`src/rtl/oak_pkg.sv`:
```
// Shared definitions for the oak constant server: IEEE-754 constants,
// selector encodings and the response-register state type.
package oak_pkg;

  localparam int unsigned SEL_W = 3;

  typedef enum logic [SEL_W-1:0] {
    SEL_PHI     = 3'd0,
    SEL_PI      = 3'd1,
    SEL_E       = 3'd2,
    SEL_TRINITY = 3'd3,
    SEL_PHOENIX = 3'd4
  } sel_e;

  localparam logic [63:0] C_PHI      = 64'h3FF9E3779B97F4A8;
  localparam logic [63:0] C_PI       = 64'h400921FB54442D18;
  localparam logic [63:0] C_E        = 64'h4005BF0A8B145769;
  localparam logic [63:0] C_TRINITY  = 64'h4008000000000000;
  localparam logic [31:0] PHOENIX_ID = 32'd999;

  typedef enum logic {
    RSP_EMPTY = 1'b0,
    RSP_FULL  = 1'b1
  } rsp_state_e;

endpackage

```
`src/rtl/oak_foundation.sv`:
```
// L1 sacred-constant source: presents the five foundation constants as
// static values for the layers above.
module oak_foundation
  import oak_pkg::*;
(
  output logic [63:0] o_phi,
  output logic [63:0] o_pi,
  output logic [63:0] o_e,
  output logic [63:0] o_trinity,
  output logic [31:0] o_phoenix_id
);

  assign o_phi        = C_PHI;
  assign o_pi         = C_PI;
  assign o_e          = C_E;
  assign o_trinity    = C_TRINITY;
  assign o_phoenix_id = PHOENIX_ID;

endmodule

```
`src/rtl/oak_rr_arbiter.sv`:
```
// Combinational round-robin arbiter: scans req from ptr upward, wrapping
// modulo N; the first set bit wins. gnt is gated by en.
module oak_rr_arbiter #(
  parameter int unsigned N = 4,
  parameter int unsigned W = 2
) (
  input  logic [N-1:0] req,
  input  logic [W-1:0] ptr,
  input  logic         en,
  output logic [N-1:0] gnt,
  output logic [W-1:0] gnt_idx
);

  logic        w_found;
  int unsigned w_idx;

  always_comb begin
    gnt     = '0;
    gnt_idx = '0;
    w_found = 1'b0;
    w_idx   = 0;
    for (int unsigned k = 0; k < N; k++) begin
      w_idx = (32'(ptr) + k) % N;
      if (!w_found && req[W'(w_idx)]) begin
        w_found = 1'b1;
        gnt_idx = W'(w_idx);
      end
    end
    if (en && w_found) begin
      gnt[gnt_idx] = 1'b1;
    end
  end

endmodule

```
`src/rtl/oak_constant_server.sv`:
```
// Serves foundation constants to N_REQ requesters through a round-robin
// arbiter and a one-entry, back-pressurable response register.
module oak_constant_server
  import oak_pkg::*;
#(
  parameter int unsigned N_REQ = 4,
  parameter int unsigned ID_W  = 2
) (
  input  logic                   clk,
  input  logic                   rst,
  input  logic [N_REQ-1:0]       req_valid,
  input  logic [SEL_W*N_REQ-1:0] req_sel,
  output logic [N_REQ-1:0]       req_ready,
  output logic                   rsp_valid,
  input  logic                   rsp_ready,
  output logic [ID_W-1:0]        rsp_id,
  output logic [63:0]            rsp_data,
  output logic                   rsp_err,
  output logic [31:0]            served_cnt
);

  logic [63:0]      w_phi;
  logic [63:0]      w_pi;
  logic [63:0]      w_e;
  logic [63:0]      w_trinity;
  logic [31:0]      w_phoenix;

  logic [N_REQ-1:0] w_gnt;
  logic [ID_W-1:0]  w_gnt_idx;
  logic             w_acc_en;
  logic             w_arb_en;
  logic             w_accept;
  logic [SEL_W-1:0] w_sel;
  logic [63:0]      w_data;
  logic             w_err;

  rsp_state_e       r_state;
  logic [ID_W-1:0]  r_ptr;
  logic [ID_W-1:0]  r_rsp_id;
  logic [63:0]      r_rsp_data;
  logic             r_rsp_err;
  logic [31:0]      r_served_cnt;

  oak_foundation u_foundation (
    .o_phi        (w_phi),
    .o_pi         (w_pi),
    .o_e          (w_e),
    .o_trinity    (w_trinity),
    .o_phoenix_id (w_phoenix)
  );

  // Accepting while FULL is only legal when the held response leaves this cycle.
  assign w_acc_en = (r_state == RSP_EMPTY) || rsp_ready;
  assign w_arb_en = w_acc_en && !rst;

  oak_rr_arbiter #(
    .N (N_REQ),
    .W (ID_W)
  ) u_arb (
    .req     (req_valid),
    .ptr     (r_ptr),
    .en      (w_arb_en),
    .gnt     (w_gnt),
    .gnt_idx (w_gnt_idx)
  );

  assign req_ready = w_gnt;
  assign w_accept  = |w_gnt;

  always_comb begin
    w_sel = '0;
    for (int unsigned i = 0; i < N_REQ; i++) begin
      if (ID_W'(i) == w_gnt_idx) begin
        w_sel = req_sel[SEL_W*i +: SEL_W];
      end
    end
  end

  always_comb begin
    w_data = '0;
    w_err  = 1'b0;
    case (sel_e'(w_sel))
      SEL_PHI:     w_data = w_phi;
      SEL_PI:      w_data = w_pi;
      SEL_E:       w_data = w_e;
      SEL_TRINITY: w_data = w_trinity;
      SEL_PHOENIX: w_data = {32'd0, w_phoenix};
      default:     w_err  = 1'b1;
    endcase
  end

  always_ff @(posedge clk) begin
    if (rst) begin
      r_state      <= RSP_EMPTY;
      r_ptr        <= '0;
      r_rsp_id     <= '0;
      r_rsp_data   <= '0;
      r_rsp_err    <= 1'b0;
      r_served_cnt <= '0;
    end else begin
      if ((r_state == RSP_FULL) && rsp_ready) begin
        r_served_cnt <= r_served_cnt + 32'd1;
      end
      if (w_accept) begin
        r_rsp_id   <= w_gnt_idx;
        r_rsp_data <= w_data;
        r_rsp_err  <= w_err;
        r_ptr      <= (32'(w_gnt_idx) == N_REQ - 1) ? '0 : w_gnt_idx + 1'b1;
      end
      case (r_state)
        RSP_EMPTY: if (w_accept) r_state <= RSP_FULL;
        RSP_FULL:  if (rsp_ready && !w_accept) r_state <= RSP_EMPTY;
        default:   r_state <= RSP_EMPTY;
      endcase
    end
  end

  assign rsp_valid  = (r_state == RSP_FULL);
  assign rsp_id     = r_rsp_id;
  assign rsp_data   = r_rsp_data;
  assign rsp_err    = r_rsp_err;
  assign served_cnt = r_served_cnt;

endmodule

```
`config.mk`:
```
export PLATFORM = sky130hd
export DESIGN_NAME = oak_constant_server
export DESIGN_NICKNAME = d
export VERILOG_FILES = /design/src/rtl/oak_pkg.sv /design/src/rtl/oak_foundation.sv /design/src/rtl/oak_rr_arbiter.sv /design/src/rtl/oak_constant_server.sv
export SDC_FILE = /design/constraint.sdc
export NUM_CORES = 1
export LEC_CHECK = 0
export ABC_AREA = 1
export CAP_MARGIN = 20
export CORE_ASPECT_RATIO = 1.1
export CORE_UTILIZATION = 41
export CTS_BUF_LIST = sky130_fd_sc_hd__clkbuf_4 sky130_fd_sc_hd__clkbuf_8 sky130_fd_sc_hd__clkbuf_16
export DETAILED_ROUTE_END_ITERATION = 16
export HOLD_SLACK_MARGIN = 0.1
export PLACE_DENSITY = 0.78
export SLEW_MARGIN = 15
export SYNTH_ARGS = -nofsm -noshare
export SYNTH_HDL_FRONTEND = slang
export SYNTH_SLANG_ARGS = --single-unit
```
`constraint.sdc`:
```
create_clock -name clk -period 3 [get_ports clk]
set_input_delay 0.75 -clock clk [delete_from_list [all_inputs] [get_ports clk]]
set_output_delay 0.75 -clock clk [all_outputs]
set_load 0.03 [all_outputs]
```
* Word-level counts from Yosys, hierarchy flattened
Index checks and enable logic that the tools add are counted.
** Operators by class
- Shift operators :: 0
- Divide/modulo/power cells :: 0
- $mul :: 0
- Equal/unequal tests :: 8
- Bitwise gates (word level) :: 1
- Order comparisons :: 6
- $add $sub $neg :: 5
- Muxes and demuxes :: 29
- Reductions and logical operators :: 18
** Operators by type and width (number)
- 63-bit case mux with 5 select lines :: 1
- 32-bit by 1-bit adder with 32-bit output (second input constant) :: 1
- 2-bit by 3-bit < comparator with 1-bit output (second input constant) :: 5
- 1-bit two-way mux :: 12
- 3-bit two-way mux :: 4
- 2-bit two-way mux :: 5
- 1-bit binary-select mux with 2-bit select :: 4
- 1-bit logical AND :: 8
- 3-bit by 2-bit equality test with 1-bit output (second input constant) :: 2
- 1-bit logical NOT :: 5
- 5-bit OR reduction :: 1
- 2-bit by 1-bit adder with 2-bit output (second input constant) :: 2
- 2-bit adder (second input constant) :: 2
- 2-bit equality test (first input constant) :: 2
- 4-bit two-way mux :: 1
- 4-bit OR reduction :: 1
- 3-bit by 1-bit equality test with 1-bit output (second input constant) :: 1
- 3-bit equality test (second input constant) :: 1
- 3-bit logical NOT :: 1
- 1-bit demux with 2-bit select :: 1
- 1-bit by 2-bit equality test with 1-bit output (first input constant) :: 1
- 2-bit equality test (second input constant) :: 1
- 2-bit by 1-bit greater-or-equal comparator with 1-bit output (second input constant) :: 1
- 2-bit logical NOT :: 1
- 3 further kinds :: 3
** Word-level totals
- Output and inout port bits :: 104
- Bits of input ports :: 19
- RAM bits :: 0
- Logic and storage cells :: 73
- Bits in latches :: 0
- Memory bits (read-only) :: 0
- Flip-flop bits (word level) :: 102
- Memories kept :: 0

* Logic depth before layout (Yosys ltp)
- Word-level depth :: 22
- Depth in mapped cells :: 24
- Gate-level depth less buffers :: 23

* Hierarchy
A second synthesis with hierarchy kept.
** Unflattened totals
- Cells, all modules :: 1417
- Area total of the unflattened synthesis :: 9012.4 sq um
** Modules (own cells, without submodules)
- oak_constant_server :: seq. area each 2042.0 sq um, times used 1, cells an instance 1061, area an instance 6472.5 sq um
- oak_foundation :: seq. area each 0.0 sq um, times used 1, cells an instance 290, area an instance 2169.6 sq um
- oak_rr_arbiter :: seq. area each 0.0 sq um, times used 1, cells an instance 66, area an instance 370.4 sq um

* Worst setup path after synthesis
Ideal clock, no wire load.
- Path kind :: input to output
- Start :: input req_valid[1]
- End :: output req_ready[3]
- Path buffers :: 0
- Arrival :: 2.420 ns
- Stages on the path :: 12
- Path slack :: -0.170 ns
- Path through :: inv_1 > nand2_1 > nand3_1 > nand2_2 > nor2_8 > nand2_1 > nand3_1 > nand2_1 > nor2_1 > ha_1 > inv_1 > nor2_1
** Between the ends
- Cells in the longest elaborated chain, start to end :: 17
- Elaborated cells on any way between the ends :: 29
- Classes of those cells :: order compare (2); mux (19); reduce/logical (8)
** Ends and longest elaborated chain
- from (decl) :: line oak_constant_server.sv:11 : input logic [N_REQ-1:0] req_valid,
- 1-bit binary-select mux with 2-bit select :: line oak_rr_arbiter.sv:24 : if (!w_found && req[W'(w_idx)]) begin
- 1-bit two-way mux (implied by the code) :: line oak_rr_arbiter.sv:24
- 1-bit two-way mux :: line oak_rr_arbiter.sv:24
- 1-bit logical NOT :: line oak_rr_arbiter.sv:24
- 1-bit logical AND :: line oak_rr_arbiter.sv:24
- 1-bit two-way mux :: line oak_rr_arbiter.sv:24
- 1-bit logical NOT :: line oak_rr_arbiter.sv:24
- 1-bit logical AND :: line oak_rr_arbiter.sv:24
- (+2 left out)
- 1-bit logical AND :: line oak_rr_arbiter.sv:24
- 2-bit two-way mux * :: line oak_rr_arbiter.sv:24
- named net u_arb.gnt_idx[0] :: line oak_rr_arbiter.sv:11 : output logic [W-1:0] gnt_idx
- 2-bit by 3-bit < comparator with 1-bit output (implied by the code) or 2-bit by 1-bit greater-or-equal comparator with 1-bit output (tied branches) :: line oak_rr_arbiter.sv:30 : gnt[gnt_idx] = 1'b1;
- 1-bit logical AND (implied by the code) :: line oak_rr_arbiter.sv:30
- 1-bit two-way mux (implied by the code) :: line oak_rr_arbiter.sv:30
- 1-bit demux with 2-bit select *
- 4-bit two-way mux * :: line oak_rr_arbiter.sv:29 : if (en && w_found) begin
- to (decl) :: line oak_constant_server.sv:13 : output logic [N_REQ-1:0] req_ready,
Mark *: on every way through the listed nets, which the timed path passes. The rest lies on a longest branch. The select of a mux whose other input is x is not followed.

* Final worst setup path
- Start :: input req_valid[0]
- End :: output req_ready[1]
The elaborated chain is that of the path after synthesis.

==> run metrics <==
status finished with violations; failing checks setup timing; Initial Util 42.9%; Tot GR Track Use 21.9%; Ant. Diodes 0; Initial DRC Count 141; root buffer cell clkbuf_8; cts hold-fix bufs 0; Seq/Total Area, Yosys 30.3%; CP required 2.25 ns; area of the core about 0.008 mm²; leakage 0.00199 µW; Critical R2R Capture rsp_err; synth unique cells 37; Num CTS Buffers 5; crit path time final 3.06 ns; largest net degree at the start of global routing 33; CTS tree built; actual slew at the worst max-slew pin 0.998 ns; Max Slew Vio Count 0; Hold/Removal Path Class flip-flop to flip-flop; arrival time at the worst endpoint 2.31 ns; Max Root-Sink Buffers 2; Setup Skew about 0.020 ns; WL/cell ~14 µm; # DRC 0; startpoint types primary input; Post-synth EDFFs 0; flop2flop setup slack ~0.020 ns; clock sink count 52; top_reg_cell synth dfxtp_1; adder-cell share of the synthesized area approximately 1.8%; H-tree depth 2; # Max-Cap Violations 0; Synth Area in Compound Gates 11.3%; Final Net Count 657; Final Cycle Share 102%; vias in the first global route 3426; R2R Path Start r_ptr[0]; Ports 123; CP Capture Type output port; PD cells between 1000 and 1500 mW/mm²; fmax 327 MHz; Max-Slew Margin vs Limit 33.4%; Syn Area/Cell 6.56 µm²; WL final roughly 11000 µm; vias per cell 5.06; latest clock arrival within the worst-skew pair ~0.31 ns; DIE WIDTH 89.2 µm; synth top area cells dfxtp_1 (30%), nand2_1 (13%), buf_4 (11%), nor2_1 (8.3%), inv_1 (6.2%); GP Congestion 0.869; I/O Buffers 117; area delta synth->final 43.9%; grt ovf 0; CP endpoint req_ready[1]; setup ws final -0.0619 ns; Worst-path clk slew 0.08 ns; Row Count 34; Setup-failing EPs final 12; Pre-Repair DR Iteration Count 6; Post-Synth XOR/XNOR Area 1.53%; FF-to-FF path depth 23; hpwl dp 6720 µm; # fillers 712; antenna violations before repair 0; endpoints failing hold 0; Synth Warn # 0; Setup Crit Path Kind primary input to output port; layout cell share with drive strength beyond 1 18.9%; first-pass GRT wire length 15300 µm; vias roughly 3800; crit path launch req_valid[0]; Slowest-stage cell, CP nor2_4; Setup WS pre-CTS -0.560 ns; Core Util, Final 61.7%; Die H 97.9 µm; Post-Synth Simple-Gate Area 35.0%; antenna-violating nets left 0; Peak VDD IR between 0.4 and 0.5 mV; Post-synth ARST share 0%; crit-path cells buf_6, inv_2, nand2_2, nand3_4, nand2_4, nor2_8, nand2_4, nand3_2, nand2_2, nor2_4, ha_4, inv_2, nor2_4, buf_6; Post-Syn Area 0.00343 mm²; Synth area leader dfxtp_1; synthesis-stage register bit count 52; post-synth top area share between 30% and 40%; largest family of logic cells by synthesized area simple AND/OR/NAND/NOR gates; crit-path max cell delay 0.22 ns; cell count after synthesis 523; die area between 0.008 and 0.009 mm²; crit path max fanout 4; multiplexer share of the synthesized area 0%
## layout by cell type (no fill, tap or decap), types with 6 or more instances in the layout
master	n
dfxtp_1	50
nand2_4	8
nand4_1	9
a21oi_1	39
nand3_1	29
inv_2	6
nor3_1	12
buf_4	42
o21ai_0	20
nor2_1	69
nand2_1	103
nand2_2	12
buf_6	8
nand3b_1	8
inv_1	48
clkdlybuf4s50_1	109
## synthesized netlist by cell type, types with 2 or more instances
library cell / instances
nor3_1: 12
xnor2_1: 2
clkbuf_1: 5
inv_1: 57
inv_2: 2
nand3_1: 33
xor2_1: 4
nand4_1: 9
nor2_1: 76
o211ai_4: 2
dfxtp_1: 52
o21a_1: 3
nand2_2: 4
a21oi_1: 40
nand2_4: 2
nand2_1: 117
o21ai_0: 21
nand3b_1: 8
buf_4: 52
ha_1: 5
## sequential cells by signal, indices dropped and copies added, names as in the netlist
| register | flops |
|---|---|
| r_ptr | 2 |
| rsp_data | 14 |
| rsp_err | 1 |
| rsp_id | 2 |
| rsp_valid | 1 |
| served_cnt | 32 |
## logic make-up after synthesis
family	after synthesis
adder cells (fa/ha/maj)	5
XOR/XNOR	6
AO/OA/AOI/OAI	68
buffers and inverters	122
flip-flops	52
other	1
AND/OR/NAND/NOR	269
## metal layers
metal	GRT usage [%]	share of wire, %
met1	23.7	39
met2	39.9	50
met3	4.56	6.3
met4	10.0	4.4
met5	0	0
## worst min path at each step
stage           startpoint          end  depth (start not counted)
3_5_place_dp   rsp_data[7]  rsp_data[7]                          2
6_report       rsp_data[7]  rsp_data[7]                          2
2_1_floorplan     r_ptr[0]     r_ptr[0]                          3
5_1_grt        rsp_data[5]  rsp_data[5]                          2
4_1_cts        rsp_data[7]  rsp_data[7]                          2
3_3_place_gp       rsp_err      rsp_err                          2
## critical path, delay by kind of cell
family / cells / cell delay [ns]
adder cells (fa/ha/maj): 1 / 0.20
buffers and inverters: 4 / 0.35
AND/OR/NAND/NOR: 9 / 1.01
## final cells by class
cell class,count,area (µm²),area share [%]
sequential,52,1050,21.2
tap,108,135,2.74
multi-input combinational,353,1910,38.8
clock inverter,3,18.8,0.380
clock buffer,5,68.8,1.39
inverter,61,250,5.07
timing repair buffer,160,1500,30.4
## repair_timing
action,in CTS,in global routing
gates resized for setup,50,37
pin swaps,18,19
setup endpoints to repair,24,24
buffers inserted,12,3
## where the power goes
part / internal (µW) / switching, µW / total (µW)
Sequential: 785 / 96.4 / 882
Clock: 163 / 241 / 404
Combinational: 1650 / 2310 / 3960
## stage by stage
step | area, µm² | setup TNS [ns] | hold WS, ns | power (µW) | cells
finish | 4940 | -0.425 | 0.487 | 5250 | 742
floorplan | 3460 | -0.0492 | 0.576 | 3190 | 527
global placement | 4520 | -8.59 | 0.468 | 4060 | 719
detailed placement | 4520 | -11.45 | 0.474 | 4130 | 719
global route | 4940 | -2.65 | 0.503 | 5620 | 742
CTS | 4810 | 0 | 0.491 | 4920 | 739
Power figures use the tool's default switching activity.
